==> src/rtl/cpu_mem_arbiter.sv <==
// cpu_mem_arbiter: hands a single-port byte memory between a CPU and an external loader/monitor,
// halting the CPU before a grant and restarting it at a selectable address on release.
module cpu_mem_arbiter #(
  parameter int ADDR_WIDTH = 9,
  parameter logic [ADDR_WIDTH-1:0] RESET_VECTOR = '0
) (
  input  logic                  clk,
  input  logic                  reset,
  input  logic [ADDR_WIDTH-1:0] cpu_raddr,
  input  logic [ADDR_WIDTH-1:0] cpu_waddr,
  input  logic                  cpu_write,
  input  logic [7:0]            cpu_wdata,
  output logic [7:0]            cpu_rdata,
  output logic                  cpu_halt,
  input  logic                  cpu_halted,
  output logic                  cpu_reset,
  output logic [ADDR_WIDTH-1:0] cpu_start,
  input  logic                  ext_req,
  output logic                  ext_grant,
  input  logic [ADDR_WIDTH-1:0] ext_addr,
  input  logic                  ext_write,
  input  logic [7:0]            ext_wdata,
  output logic [7:0]            ext_rdata,
  input  logic                  ext_run,
  input  logic [ADDR_WIDTH-1:0] ext_start,
  output logic [ADDR_WIDTH-1:0] mem_raddr,
  output logic [ADDR_WIDTH-1:0] mem_waddr,
  output logic                  mem_write,
  output logic [7:0]            mem_wdata,
  input  logic [7:0]            mem_rdata
);
  typedef enum logic [2:0] {BOOT, RUN, DRAIN, GRANTED, RESTART} state_t;
  state_t state, nxt;
  logic granted;
  always_comb begin
    nxt = (state == BOOT || state == RESTART) ? RUN :
          (state == RUN)     ? (ext_req ? DRAIN : RUN) :
          (state == DRAIN)   ? (cpu_halted ? GRANTED : DRAIN) :
          (state == GRANTED) ? (ext_req ? GRANTED : RESTART) : BOOT;
  end
  // Outputs are registered from the next state so they line up with the state they describe.
  always_ff @(posedge clk) begin
    if (reset) begin
      state     <= BOOT;
      cpu_start <= RESET_VECTOR;
      cpu_reset <= 1'b1;
      cpu_halt  <= 1'b0;
      ext_grant <= 1'b0;
    end else begin
      state     <= nxt;
      cpu_reset <= nxt == BOOT || nxt == RESTART;
      cpu_halt  <= nxt == DRAIN || nxt == GRANTED;
      ext_grant <= nxt == GRANTED;
      if (state == GRANTED && ext_run) cpu_start <= ext_start;
    end
  end
  assign granted   = state == GRANTED;
  assign mem_raddr = granted ? ext_addr : cpu_raddr;
  assign mem_waddr = granted ? ext_addr : cpu_waddr;
  assign mem_wdata = granted ? ext_wdata : cpu_wdata;
  assign mem_write = granted ? ext_write : (state != BOOT && state != RESTART) && cpu_write;
  assign cpu_rdata = mem_rdata;
  assign ext_rdata = mem_rdata;
endmodule

==> config.mk <==
export PLATFORM = sky130hd
export DESIGN_NAME = cpu_mem_arbiter
export DESIGN_NICKNAME = d
export VERILOG_FILES = /design/src/rtl/cpu_mem_arbiter.sv
export SDC_FILE = /design/constraint.sdc
export NUM_CORES = 1
export LEC_CHECK = 0
export BUFFER_PORTS_ARGS = -buffer_cell sky130_fd_sc_hd__buf_2
export CORE_MARGIN = 2
export CORE_UTILIZATION = 31
export DETAILED_ROUTE_END_ITERATION = 10
export GPL_TIMING_DRIVEN = 0
export PLACE_DENSITY = 0.76
export SYNTH_ARGS = -nofsm -noshare
export SYNTH_HDL_FRONTEND = slang
export SYNTH_SLANG_ARGS = --single-unit
==> constraint.sdc <==
create_clock -name clk -period 1.32 [get_ports clk]
set_input_delay 0.132 -clock clk [delete_from_list [all_inputs] [get_ports clk]]
set_output_delay 0.132 -clock clk [all_outputs]
set_load 0.05 [all_outputs]
# After elaboration in Yosys (flattened, before gate mapping)
# Cells that the tools add are included.
dict set report totals {
  out_inout_bits 55
  register_bits 15
}
dict set report op_classes {
  mux 11
  reduce_logical 9
  n_eq_ne 8
}
# operator n
set ops {}
lappend ops {{two-way mux 9 bit} 2}
lappend ops {{two-way mux 3 bit} 5}
lappend ops {{== test 3 x 2 -> 1 bit, second input constant} 4}
lappend ops {{two-way mux 8 bit} 1}
lappend ops {{== test 3 bit, second input constant} 2}
lappend ops {{logical NOT 3 bit} 2}
lappend ops {{== test 3 x 1 -> 1 bit, second input constant} 1}
lappend ops {{logical AND 1 bit} 3}
lappend ops {{logical OR 1 bit} 3}
lappend ops {{!= test 3 bit, second input constant} 1}
lappend ops {{nonzero test 3 bit} 1}
lappend ops {{two-way mux 1 bit} 2}
lappend ops {{two-way mux 2 bit} 1}

# Logic depth before layout (Yosys ltp)
# Gate-level depths: netlist (run 1).
dict set report logic_depth {
  word_depth 7
  ltp_mapped 5
  mapped_depth_nobuf 3
}

# Worst setup path before layout (run 1)
# Ideal clock, no wire load.
dict set report synth_path {
  path_kind {reg2out}
  startpoint {register state[2]}
  endpoint {output mem_raddr[2]}
  arrival_time_ps 1210
  required_time_ps 1188
  slack_ps -22
  stages_incl_launch_ff 6
  path_cell_list {dfxtp_1 -> buf_6 -> nand3b_4 -> buf_6 -> buf_12 -> mux2_4}
}
dict set report synth_between {
  elab_chain_cells 2
}
# element line_no
set synth_rtl {}
lappend synth_rtl {{start, declared} 33} ;# state_t state, nxt;
lappend synth_rtl {{start signal, assigned} 50} ;# state <= nxt;
lappend synth_rtl {{== test 3 x 2 -> 1 bit} 57} ;# assign granted = state == GRANTED;
lappend synth_rtl {{two-way mux 9 bit} 58} ;# assign mem_raddr = granted ? ext_addr : cpu_raddr;
lappend synth_rtl {{end, declared} 26} ;# output logic [ADDR_WIDTH-1:0] mem_raddr,
# No other way between the ends.

# Worst setup path in the final report (run 1)
dict set report layout_path {
  startpoint {register state[2]}
  endpoint {output mem_wdata[4]}
}
dict set report layout_between {
  elab_chain_cells 2
}
# element line_no
set layout_rtl {}
lappend layout_rtl {{== test 3 x 2 -> 1 bit} 57}
lappend layout_rtl {{two-way mux 8 bit} 60} ;# assign mem_wdata = granted ? ext_wdata : cpu_wdata;
lappend layout_rtl {{end, declared} 29} ;# output logic [7:0] mem_wdata,
# No other way between the ends.

==> PnR_summary.wiki, run 1 <==
{| class="wikitable"
! Metric !! Value
|-
| Slew of the pin with the lowest slew margin || 447 ps
|-
| Setup WS pre-CTS || -209 ps
|-
| Largest net degree at the start of global routing || 11
|-
| Aggregate global-route resource usage || 14.9%
|-
| Number of buffers and inverters on the critical path || 3
|-
| Detailed Routing Iterations Pass 1 || 4
|-
| Achievable clock frequency || 618 MHz
|-
| Max H-tree Level || 1
|-
| Vias in the first global route || 1195
|-
| Final critical-path required period || 1620 ps
|-
| Vias || 1252
|-
| DRC marker count from the first detailed-route iteration || 43
|-
| Net count reported at finish || 308
|-
| Clock Latency Late Sink || 240 ps
|-
| Fraction of synthesized area in multiplexers || 33.5%
|-
| Vertical die dimension || 64.8 um
|-
| Clk root buf || sky130_fd_sc_hd__clkbuf_8
|-
| Clock-pin slew on the worst setup and hold paths || 60 ps
|-
| Largest buffer count on any clock path || 2
|-
| Compound-Gate Fraction of Synth Area || 7.96%
|-
| X dimension of the die || 64.8 um
|-
| DRT Wirelength || 3230 um
|-
| Detailed Place HPWL || 2350 um
|-
| Capture endpoint of the worst hold path || state[2]
|-
| Flip-flop and latch count after synthesis || 15
|-
| DRC viols || 0
|-
| Initial antenna violation count || 0
|-
| Number of cell instances on the worst register-to-register path || 5
|-
| Total nets after synthesis || 185
|-
| Critical R2R Launch || state[2]
|-
| Parity-gate share of the synthesized area counting xor and xnor cells || 0%
|-
| Endpoints failing setup || 27
|-
| I/O pin count || 122
|-
| Remaining antenna violation count after routing || 0
|-
| Worst supply voltage drop on vdd || 0.000535 V
|-
| Average instance area after synthesis || 9.72 um2
|-
| Setup repair after global routing missed its margin || yes
|-
| Power density over the cells || 866 nW/um2
|-
| Startpoint-to-endpoint class of the critical path || reg2out
|-
| Number of distinct standard cells referenced by the synthesized netlist || 24
|-
| Crit Reg-Reg Endpoint || cpu_start[5]
|-
| TritonCTS clock tree || built
|-
| Per-cell routed wire length || 11.2 um
|-
| Final Skew || 2.44 ps
|-
| Worst slew slack as a fraction of its limit || 70.2%
|-
| Leak pwr || 0.00118 uW
|-
| EDFF count, synth || 0
|-
| Number of standard cells after synthesis || 118
|-
| Clock sink total || 15
|-
| Hold/Removal Path Class || in2reg
|-
| Final-report max-slew violation count || 0
|-
| Most common cell on crit path || sky130_fd_sc_hd__buf_6
|-
| Proportion of synthesized chip area in sequential cells || 26.2%
|-
| Mapped cell area || 1150 um2
|-
| Area leader, netlist || sky130_fd_sc_hd__dfxtp_1
|-
| First-pass GRT wire length || 4900 um
|-
| Filler instances || 333
|-
| Area share of the largest cell type after synthesis || 26.2%
|-
| Area growth from synthesis to final layout || 85.4%
|-
| Adder-Cell Fraction of Synth Area || 0%
|-
| Overall power of the completed layout || 1840 uW
|-
| Via-per-instance ratio || 4.35
|-
| Final Hold Viols || 0
|-
| Floorplan die area || 4200 um2
|-
| Final cycle utilization of the critical path || 123%
|-
| Required arrival time at the worst endpoint || 1190 ps
|-
| Gate family responsible for the most delay along the worst path || buffers and inverters
|-
| Delay of the slowest critical-path stage || 340 ps
|-
| Most common cell in the netlist || sky130_fd_sc_hd__nand2_1
|-
| Hold Crit Start || ext_req
|-
| Maximum fanout count along the critical path || 5
|-
| Most numerous cell types in the synthesized netlist || sky130_fd_sc_hd__nand2_1 (20), sky130_fd_sc_hd__mux2_4 (19), sky130_fd_sc_hd__buf_4 (17)
|-
| Synth area leaders || sky130_fd_sc_hd__dfxtp_1 (26%), sky130_fd_sc_hd__mux2_4 (25%), sky130_fd_sc_hd__buf_4 (11%)
|-
| Worst setup EP type || output port
|-
| Core Box Area || 3610 um2
|-
| Sum of overflow across all layers after global routing || 0
|-
| Critical Path Start Type || flop
|-
| Starting density of the core || 31.8%
|-
| Proportion of register bits with asynchronous set or reset after synthesis || 0%
|-
| Routability congestion estimate || 0.681
|-
| Worst hold path cell count || 2
|-
| Number of port buffers || 112
|-
| Failing checks || setup timing
|-
| Count of standard-cell rows || 22
|-
| Number of antenna cells inserted || 0
|-
| Leading register cell type out of synthesis || sky130_fd_sc_hd__dfxtp_1
|-
| Cell-by-cell trace of the critical path || nand3b_4 > buf_6 > buf_16 > mux2_4 > buf_6
|-
| Post-Route Hold Slack || 122 ps
|-
| Synthesis warning total || 0
|-
| Fraction of layout instances using a drive strength above 1 || 73.3%
|-
| Crit-path slowest cell || sky130_fd_sc_hd__dfxtp_4
|-
| Max-cap violations || 0
|-
| Share of synthesized cell area in and, or, nand and nor gates || 13.3%
|-
| Outcome || finished, violations left
|-
| Slack of the worst reg-to-reg path || 140 ps
|-
| Number of buffers added by the clock tree synthesis step || 3
|-
| Post-layout worst setup margin || -297 ps
|-
| Largest family of logic cells by synthesized area || multiplexers
|-
| Endpoint arrival time on the critical path || 1490 ps
|}
[how the worst max path moves through the flow]
stage	slack (ps)	to	depth (start not counted)	start
5_1_grt	-340	mem_wdata[4]	5	state[2]
3_5_place_dp	-210	mem_waddr[4]	6	state[2]
6_report	-300	mem_wdata[4]	5	state[2]
2_1_floorplan	-20	mem_raddr[2]	5	state[2]
4_1_cts	-300	mem_wdata[1]	5	state[2]
3_3_place_gp	-200	mem_waddr[4]	6	state[2]
[where the power goes]
part / internal (uW) / leakage, uW / switching (uW)
Combinational: 434 / 0.00103 / 565
Sequential: 472 / 0.000123 / 13.3
Clock: 213 / 0.0000228 / 144
Total: 1120 / 0.00118 / 722
[placed cells by master (no fill, tap or decap), drive strengths merged]
cell | Yosys | routed
buf | 23 | 139
a22o | 1 | 1
nand4b | 1 | 1
a21oi | 9 | 9
clkbuf | 2 | 7
nand3b | 1 | 1
nor3 | 4 | 4
nand2 | 20 | 20
a32o | 1 | 1
mux2 | 26 | 26
a31oi | 1 | 1
bufbuf | 0 | 1
inv | 3 | 3
and4b | 1 | 1
nor2 | 2 | 2
o21ai | 3 | 3
o22ai | 1 | 1
dfxtp | 15 | 15
mux2i | 2 | 2
nand3 | 1 | 1
nand2b | 1 | 1
[cell type report]
type	count	area, um2	share of cell area [%]
flip-flops and latches	15	307	14.4
repair buffers	120	870	40.9
well taps	48	60.1	2.82
plain buffers	23	194	9.12
inverters	3	11.3	0.529
multi-input cells	75	641	30.1
clock buffers	4	45.0	2.12
[stage by stage]
stage | util, % | cell area (um2) | cells | setup TNS (ps)
floorplan | - | 1150 | 118 | -398
global route | 59.0 | 2130 | 288 | -8380
CTS | 58.4 | 2100 | 287 | -7620
detailed placement | 49.1 | 1770 | 278 | -4680
global placement | 49.1 | 1770 | 278 | -4270
finish | 59.0 | 2130 | 288 | -7280
[cells by family (layout without fill, tap and decap cells)]
family,after synthesis,in the layout
compound gates,16,16
buf+inv,28,150
mux,28,28
simple gates,31,31
flops,15,15
[metal layers]
layer / wire length [um] / part of all wire (%) / global-route usage, % / vias up
li1: - / - / - / 632
met1: 1150 / 36 / 16.3 / 557
met2: 1820 / 56 / 28.4 / 61
met3: 255 / 7.9 / 2.78 / 2
met4: 10 / 0.31 / 4.79 / 0
met5: 0 / 0 / 0 / -
[timing repair]
action / 4_1_cts / 5_1_grt
resized for setup: 65 / 5
hold buffers: 0 / 0
endpoints found under the setup margin: 36 / 36
gates cloned: 2 / 0
buffers inserted: 5 / 1
[sequential cells by signal, indices dropped and copies added, names as in the netlist]
signal and cells:
cpu_halt 1, cpu_reset 1, cpu_start 9, ext_grant 1, state 3
(Power assumes the default switching activity.)
==> run 2, diff against run 1 <==
--- a/config.mk
+++ b/config.mk
@@ -6,11 +6,13 @@
 export NUM_CORES = 1
 export LEC_CHECK = 0
 export BUFFER_PORTS_ARGS = -buffer_cell sky130_fd_sc_hd__buf_2
+export CELL_PAD_IN_SITES_DETAIL_PLACEMENT = 0
+export CELL_PAD_IN_SITES_GLOBAL_PLACEMENT = 1
 export CORE_MARGIN = 2
-export CORE_UTILIZATION = 31
+export CORE_UTILIZATION = 20
 export DETAILED_ROUTE_END_ITERATION = 10
 export GPL_TIMING_DRIVEN = 0
-export PLACE_DENSITY = 0.76
+export PLACE_DENSITY_LB_ADDON = 0.1
 export SYNTH_ARGS = -nofsm -noshare
 export SYNTH_HDL_FRONTEND = slang
 export SYNTH_SLANG_ARGS = --single-unit
==> PnR_summary.wiki, run 2 (same netlist as run 1, synthesis figures left out) <==
{| class="wikitable"
! Metric !! Value
|-
| Failing checks || setup timing
|-
| I/O pin count || 122
|-
| Via-per-instance ratio || 3.98
|-
| Setup WS pre-CTS || -213 ps
|-
| Startpoint-to-endpoint class of the critical path || reg2out
|-
| Sum of overflow across all layers after global routing || 0
|-
| First-pass GRT wire length || 5150 um
|-
| Final cycle utilization of the critical path || 120%
|-
| TritonCTS clock tree || built
|-
| Routability congestion estimate || 0.640
|-
| Final Skew || 1.20 ps
|-
| Required arrival time at the worst endpoint || 1190 ps
|-
| Endpoint arrival time on the critical path || 1450 ps
|-
| Cell internal pwr || 1100 uW
|-
| Worst supply voltage drop on vdd || 0.000297 V
|-
| CTS Hold Bufs || 0
|-
| Clock-pin slew on the worst setup and hold paths || 60 ps
|-
| Endpoints failing setup || 27
|-
| Maximum fanout count along the critical path || 10
|-
| Area growth from synthesis to final layout || 82.7%
|-
| Leak pwr || 0.00115 uW
|-
| Remaining antenna violation count after routing || 0
|-
| Fin Setup TNS || -6420 ps
|-
| Core Box Area || 5540 um2
|-
| Clock sink total || 15
|-
| Switching component of the power || 730 uW
|-
| Number of port buffers || 112
|-
| Fraction of power consumed by the clock network || 20.2%
|-
| Post-layout worst setup margin || -263 ps
|-
| Largest buffer count on any clock path || 2
|-
| Fraction of layout instances using a drive strength above 1 || 72.7%
|-
| Final Hold Viols || 0
|-
| Most frequent cells in the layout || sky130_fd_sc_hd__buf_2 (86), sky130_fd_sc_hd__buf_6 (27), sky130_fd_sc_hd__mux2_4 (21), sky130_fd_sc_hd__buf_4 (20), sky130_fd_sc_hd__nand2_1 (20)
|-
| Vias in the first global route || 1168
|-
| Achievable clock frequency || 632 MHz
|-
| Critical Path Start Type || flop
|-
| Setup repair after global routing missed its margin || yes
|-
| Sequential power share || 26.5%
|-
| DRC viols || 0
|-
| X dimension of the die || 79.7 um
|-
| Final critical-path required period || 1580 ps
|-
| Slew of the pin with the lowest slew margin || 471 ps
|-
| Worst setup EP type || output port
|-
| Filler instances || 579
|-
| Largest register FFs || 9
|-
| Vertical die dimension || 79.7 um
|-
| Overall power of the completed layout || 1830 uW
|-
| Detailed Place HPWL || 2820 um
|-
| Hold/Removal Path Class || in2reg
|-
| Net count reported at finish || 306
|-
| Floorplan die area || 6360 um2
|-
| Aggregate global-route resource usage || 10.2%
|-
| DRT Wirelength || 3580 um
|-
| Power density over the cells || 871 nW/um2
|-
| Share of total power in combinational logic || 53.3%
|-
| Count of standard-cell rows || 27
|-
| Number of antenna cells inserted || 0
|-
| Per-cell routed wire length || 11.5 um
|-
| Clk root buf || sky130_fd_sc_hd__clkbuf_8
|-
| Detailed Routing Iterations Pass 1 || 4
|-
| Clock Latency Late Sink || 240 ps
|-
| DRC marker count from the first detailed-route iteration || 22
|-
| Registers with the most flip-flops || cpu_start x9, state x3
|-
| Largest net degree at the start of global routing || 11
|-
| Worst slew slack as a fraction of its limit || 68.6%
|-
| Most common cell after layout, fill and taps aside || sky130_fd_sc_hd__buf_2
|-
| Final standard cell utilization of the core || 37.8%
|-
| Vias || 1234
|-
| Max H-tree Level || 1
|-
| Number of buffers added by the clock tree synthesis step || 3
|-
| Outcome || finished, violations left
|-
| Starting density of the core || 20.7%
|-
| Max-cap violations || 0
|-
| Register containing the most flip-flops in the final layout || cpu_start
|-
| Switching fraction of total power || 40.0%
|-
| Initial antenna violation count || 0
|-
| Final-report max-slew violation count || 0
|}
-- run 2: changes by cell type in the layout (fill, tap and decap cells not counted) --
| cell | change |
|---|---|
| sky130_fd_sc_hd__buf_6 | +1 |
| sky130_fd_sc_hd__mux2_4 | +1 |
| sky130_fd_sc_hd__buf_16 | -1 |
| sky130_fd_sc_hd__dfxtp_4 | +1 |
| sky130_fd_sc_hd__dfxtp_1 | +1 |
| sky130_fd_sc_hd__bufbuf_16 | -1 |
| sky130_fd_sc_hd__mux2_2 | -1 |
| sky130_fd_sc_hd__buf_8 | -1 |
| sky130_fd_sc_hd__buf_2 | +1 |
| sky130_fd_sc_hd__clkbuf_4 | -1 |
| sky130_fd_sc_hd__dfxtp_2 | -2 |
-- run 2: worst paths after layout --
path	start	end	slack, ps	depth (start not counted)
setup / recovery	state[2]	mem_waddr[1]	-260	4
hold / removal	ext_start[7]	cpu_start[7]	120	3
setup reg to reg	state[1]	cpu_start[8]	120	5
hold reg to reg	cpu_start[7]	cpu_start[7]	450	2
-- run 2: power by group through the flow --
stage | Combinational, uW | Clock, uW | Sequential (uW)
CTS | 983 | 385 | 484
detailed placement | 844 | 0 | 494
finish | 972 | 369 | 485
floorplan | 605 | 0 | 534
global route | 1020 | 414 | 487
global placement | 844 | 0 | 494
-- run 2: layer usage --
metal,vias up,GRT usage [%],part of all wire (%)
met1,542,10.5,37
met4,0,3.39,0.53
met2,61,19.7,54
met3,2,2.71,8.3
li1,629,-,-
met5,-,0,0
-- run 2: critical path, stage by stage, from the launching register on --
cell and delay [ps]:
sky130_fd_sc_hd__dfxtp_4 340, sky130_fd_sc_hd__nand3b_4 220, sky130_fd_sc_hd__buf_12 190, sky130_fd_sc_hd__mux2_4 300
sky130_fd_sc_hd__buf_6 150
-- run 2: repair_timing --
action / CTS / global route
gates cloned: 1 / 0
endpoints found under the hold margin: 0 / 0
setup endpoints to repair: 36 / 27
resized for setup: 61 / 9
buffers inserted: 8 / 0
-- run 2: layout make-up --
cell class / count / area [um2] / share of cell area (%)
repair buffers: 118 / 806 / 38.4
flip-flops and latches: 15 / 308 / 14.7
inverters: 3 / 11.3 / 0.537
multi-input cells: 75 / 644 / 30.7
clock buffers: 4 / 45.0 / 2.15
well taps: 72 / 90.1 / 4.30
plain buffers: 23 / 191 / 9.13
-- run 2: per-stage QoR --
step	cells	instance area [um2]	hold WS [ps]
2_1_floorplan	118	1150	211
6_report	310	2100	118
4_1_cts	313	2120	115
3_3_place_gp	302	1800	378
3_5_place_dp	302	1800	379
5_1_grt	310	2100	122
==> run 3, diff against run 2 <==
--- a/config.mk
+++ b/config.mk
@@ -13,6 +13,7 @@
 export DETAILED_ROUTE_END_ITERATION = 10
 export GPL_TIMING_DRIVEN = 0
 export PLACE_DENSITY_LB_ADDON = 0.1
+export SKIP_CTS_REPAIR_TIMING = 1
 export SYNTH_ARGS = -nofsm -noshare
 export SYNTH_HDL_FRONTEND = slang
 export SYNTH_SLANG_ARGS = --single-unit
==> PnR_summary.wiki, run 3 (same netlist as run 1, synthesis figures left out) <==
{| class="wikitable"
! Metric !! Value
|-
| Gate family responsible for the most delay along the worst path || buffers and inverters
|-
| Floorplan die area || 6360 um2
|-
| Vias || 1239
|-
| Via-per-instance ratio || 4.01
|-
| Remaining antenna violation count after routing || 0
|-
| Worst setup EP type || output port
|-
| Placed cells || 302
|-
| Largest register FFs || 9
|-
| DRT Wirelength || 3530 um
|-
| TritonCTS clock tree || built
|-
| Most frequent cells in the layout || sky130_fd_sc_hd__buf_2 (85), sky130_fd_sc_hd__buf_6 (25), sky130_fd_sc_hd__nand2_1 (20), sky130_fd_sc_hd__mux2_4 (19), sky130_fd_sc_hd__buf_4 (19)
|-
| Startpoint-to-endpoint class of the critical path || reg2out
|-
| DRC marker count from the first detailed-route iteration || 21
|-
| Largest net degree at the start of global routing || 11
|-
| Hold/Removal Path Class || in2reg
|-
| Endpoint arrival time on the critical path || 1540 ps
|-
| Worst supply voltage drop on vdd || 0.000294 V
|-
| Sequential power share || 26.8%
|-
| Maximum fanout count along the critical path || 10
|-
| Setup repair after global routing missed its margin || yes
|-
| Fraction of power consumed by the clock network || 20.3%
|-
| Share of total power in combinational logic || 52.9%
|-
| DRC viols || 0
|-
| Final Hold Viols || 0
|-
| Outcome || finished, violations left
|-
| Post-Route Hold Slack || 121 ps
|-
| Switching component of the power || 721 uW
|-
| Clock-pin slew on the worst setup and hold paths || 60 ps
|-
| Post-layout worst setup margin || -348 ps
|-
| Area growth from synthesis to final layout || 80.5%
|-
| Per-cell routed wire length || 11.4 um
|-
| Initial antenna violation count || 0
|-
| Final standard cell utilization of the core || 37.4%
|-
| Cell-by-cell trace of the critical path || buf_6 > nand3b_4 > buf_12 > mux2_4 > buf_8
|-
| Number of antenna cells inserted || 0
|-
| Vertical die dimension || 79.7 um
|-
| Max-cap violations || 0
|-
| Clock Latency Late Sink || 240 ps
|-
| Detailed Routing Iterations Pass 1 || 4
|-
| Starting density of the core || 20.7%
|-
| First-pass GRT wire length || 4690 um
|-
| Final-report max-slew violation count || 0
|-
| Leak pwr || 0.00113 uW
|-
| Power density over the cells || 872 nW/um2
|-
| Switching fraction of total power || 40.0%
|-
| Max H-tree Level || 1
|-
| Number of buffers and inverters on the critical path || 3
|-
| Overall power of the completed layout || 1800 uW
|-
| Sum of overflow across all layers after global routing || 0
|-
| Net count reported at finish || 305
|-
| Largest buffer count on any clock path || 2
|-
| Count of standard-cell rows || 27
|-
| Critical Path Start Type || flop
|-
| Routability congestion estimate || 0.640
|-
| Fin Setup TNS || -8740 ps
|-
| Number of buffers added by the clock tree synthesis step || 3
|-
| Failing checks || setup timing
|-
| Endpoints failing setup || 27
|-
| Fraction of layout instances using a drive strength above 1 || 71.3%
|-
| Clk root buf || sky130_fd_sc_hd__clkbuf_8
|-
| Aggregate global-route resource usage || 9.37%
|-
| Achievable clock frequency || 600 MHz
|-
| Delay of the slowest critical-path stage || 310 ps
|-
| Clock sink total || 15
|-
| Register containing the most flip-flops in the final layout || cpu_start
|-
| X dimension of the die || 79.7 um
|-
| I/O pin count || 122
|-
| Vias in the first global route || 1030
|-
| Cell internal pwr || 1080 uW
|-
| Final Skew || 2.59 ps
|-
| Core Box Area || 5540 um2
|-
| Detailed Place HPWL || 2820 um
|-
| Worst slew slack as a fraction of its limit || 68.6%
|-
| Registers with the most flip-flops || cpu_start x9, state x3
|-
| Slack of the worst reg-to-reg path || 80 ps
|-
| Most common cell after layout, fill and taps aside || sky130_fd_sc_hd__buf_2
|-
| Final cycle utilization of the critical path || 126%
|-
| Final critical-path required period || 1670 ps
|-
| Slew of the pin with the lowest slew margin || 471 ps
|-
| Required arrival time at the worst endpoint || 1190 ps
|-
| Layout Cells excl Fill || 309
|-
| Crit-path slowest cell || sky130_fd_sc_hd__dfxtp_1
|-
| Number of port buffers || 112
|}
==> run 3: changes by cell type in the layout (fill, tap and decap cells not counted), moves of 2 or more <==
cell / previous run / this run
sky130_fd_sc_hd__dfxtp_1: 13 / 15
sky130_fd_sc_hd__mux2_2: 5 / 7
sky130_fd_sc_hd__buf_6: 27 / 25
sky130_fd_sc_hd__mux2_4: 21 / 19
sky130_fd_sc_hd__clkbuf_4: 0 / 3
sky130_fd_sc_hd__dfxtp_4: 2 / 0
==> run 3: area by class of cell <==
cell class | instances | area, um2
timing repair buffer | 116 | 793
multi-input combinational | 75 | 629
buffer | 24 | 201
clock buffer | 4 | 45.0
inverter | 3 | 11.3
fill | 587 | 3470
tap | 72 | 90.1
sequential | 15 | 300
==> run 3: worst min-delay path, cell delays in order <==
cell and delay (ps):
sky130_fd_sc_hd__buf_2 90, sky130_fd_sc_hd__nand2_1 40, sky130_fd_sc_hd__a21oi_1 50
==> run 3: per-layer routing <==
layer | vias to the layer above | track usage [%] | part of all wire (%)
li1 | 628 | - | -
met1 | 554 | 9.43 | 37
met2 | 57 | 18.5 | 54
met3 | 0 | 2.71 | 8.3
met4 | 0 | 2.54 | 0
met5 | - | 0 | 0
==> run 3: per-stage QoR <==
step | instance area [um2] | setup WS (ps)
2_1_floorplan | 1150 | -21.9
3_3_place_gp | 1800 | -209
3_5_place_dp | 1800 | -213
4_1_cts | 1840 | -486
5_1_grt | 2070 | -389
6_report | 2070 | -348
==> run 3: path summary, 6_finish.rpt <==
| kind | end | startpoint | cells after the start |
|---|---|---|---|
| hold reg to reg | cpu_start[7] | cpu_start[7] | 2 |
| hold / removal | cpu_start[7] | ext_start[7] | 3 |
| setup / recovery | mem_waddr[1] | state[2] | 5 |
| setup reg to reg | cpu_start[8] | state[2] | 6 |
==> run 3: power groups by stage <==
stage	Sequential, uW	Clock (uW)	Combinational [uW]
3_3_place_gp	494	0	844
3_5_place_dp	494	0	844
2_1_floorplan	534	0	605
4_1_cts	484	385	844
5_1_grt	486	411	1000
6_report	484	366	954
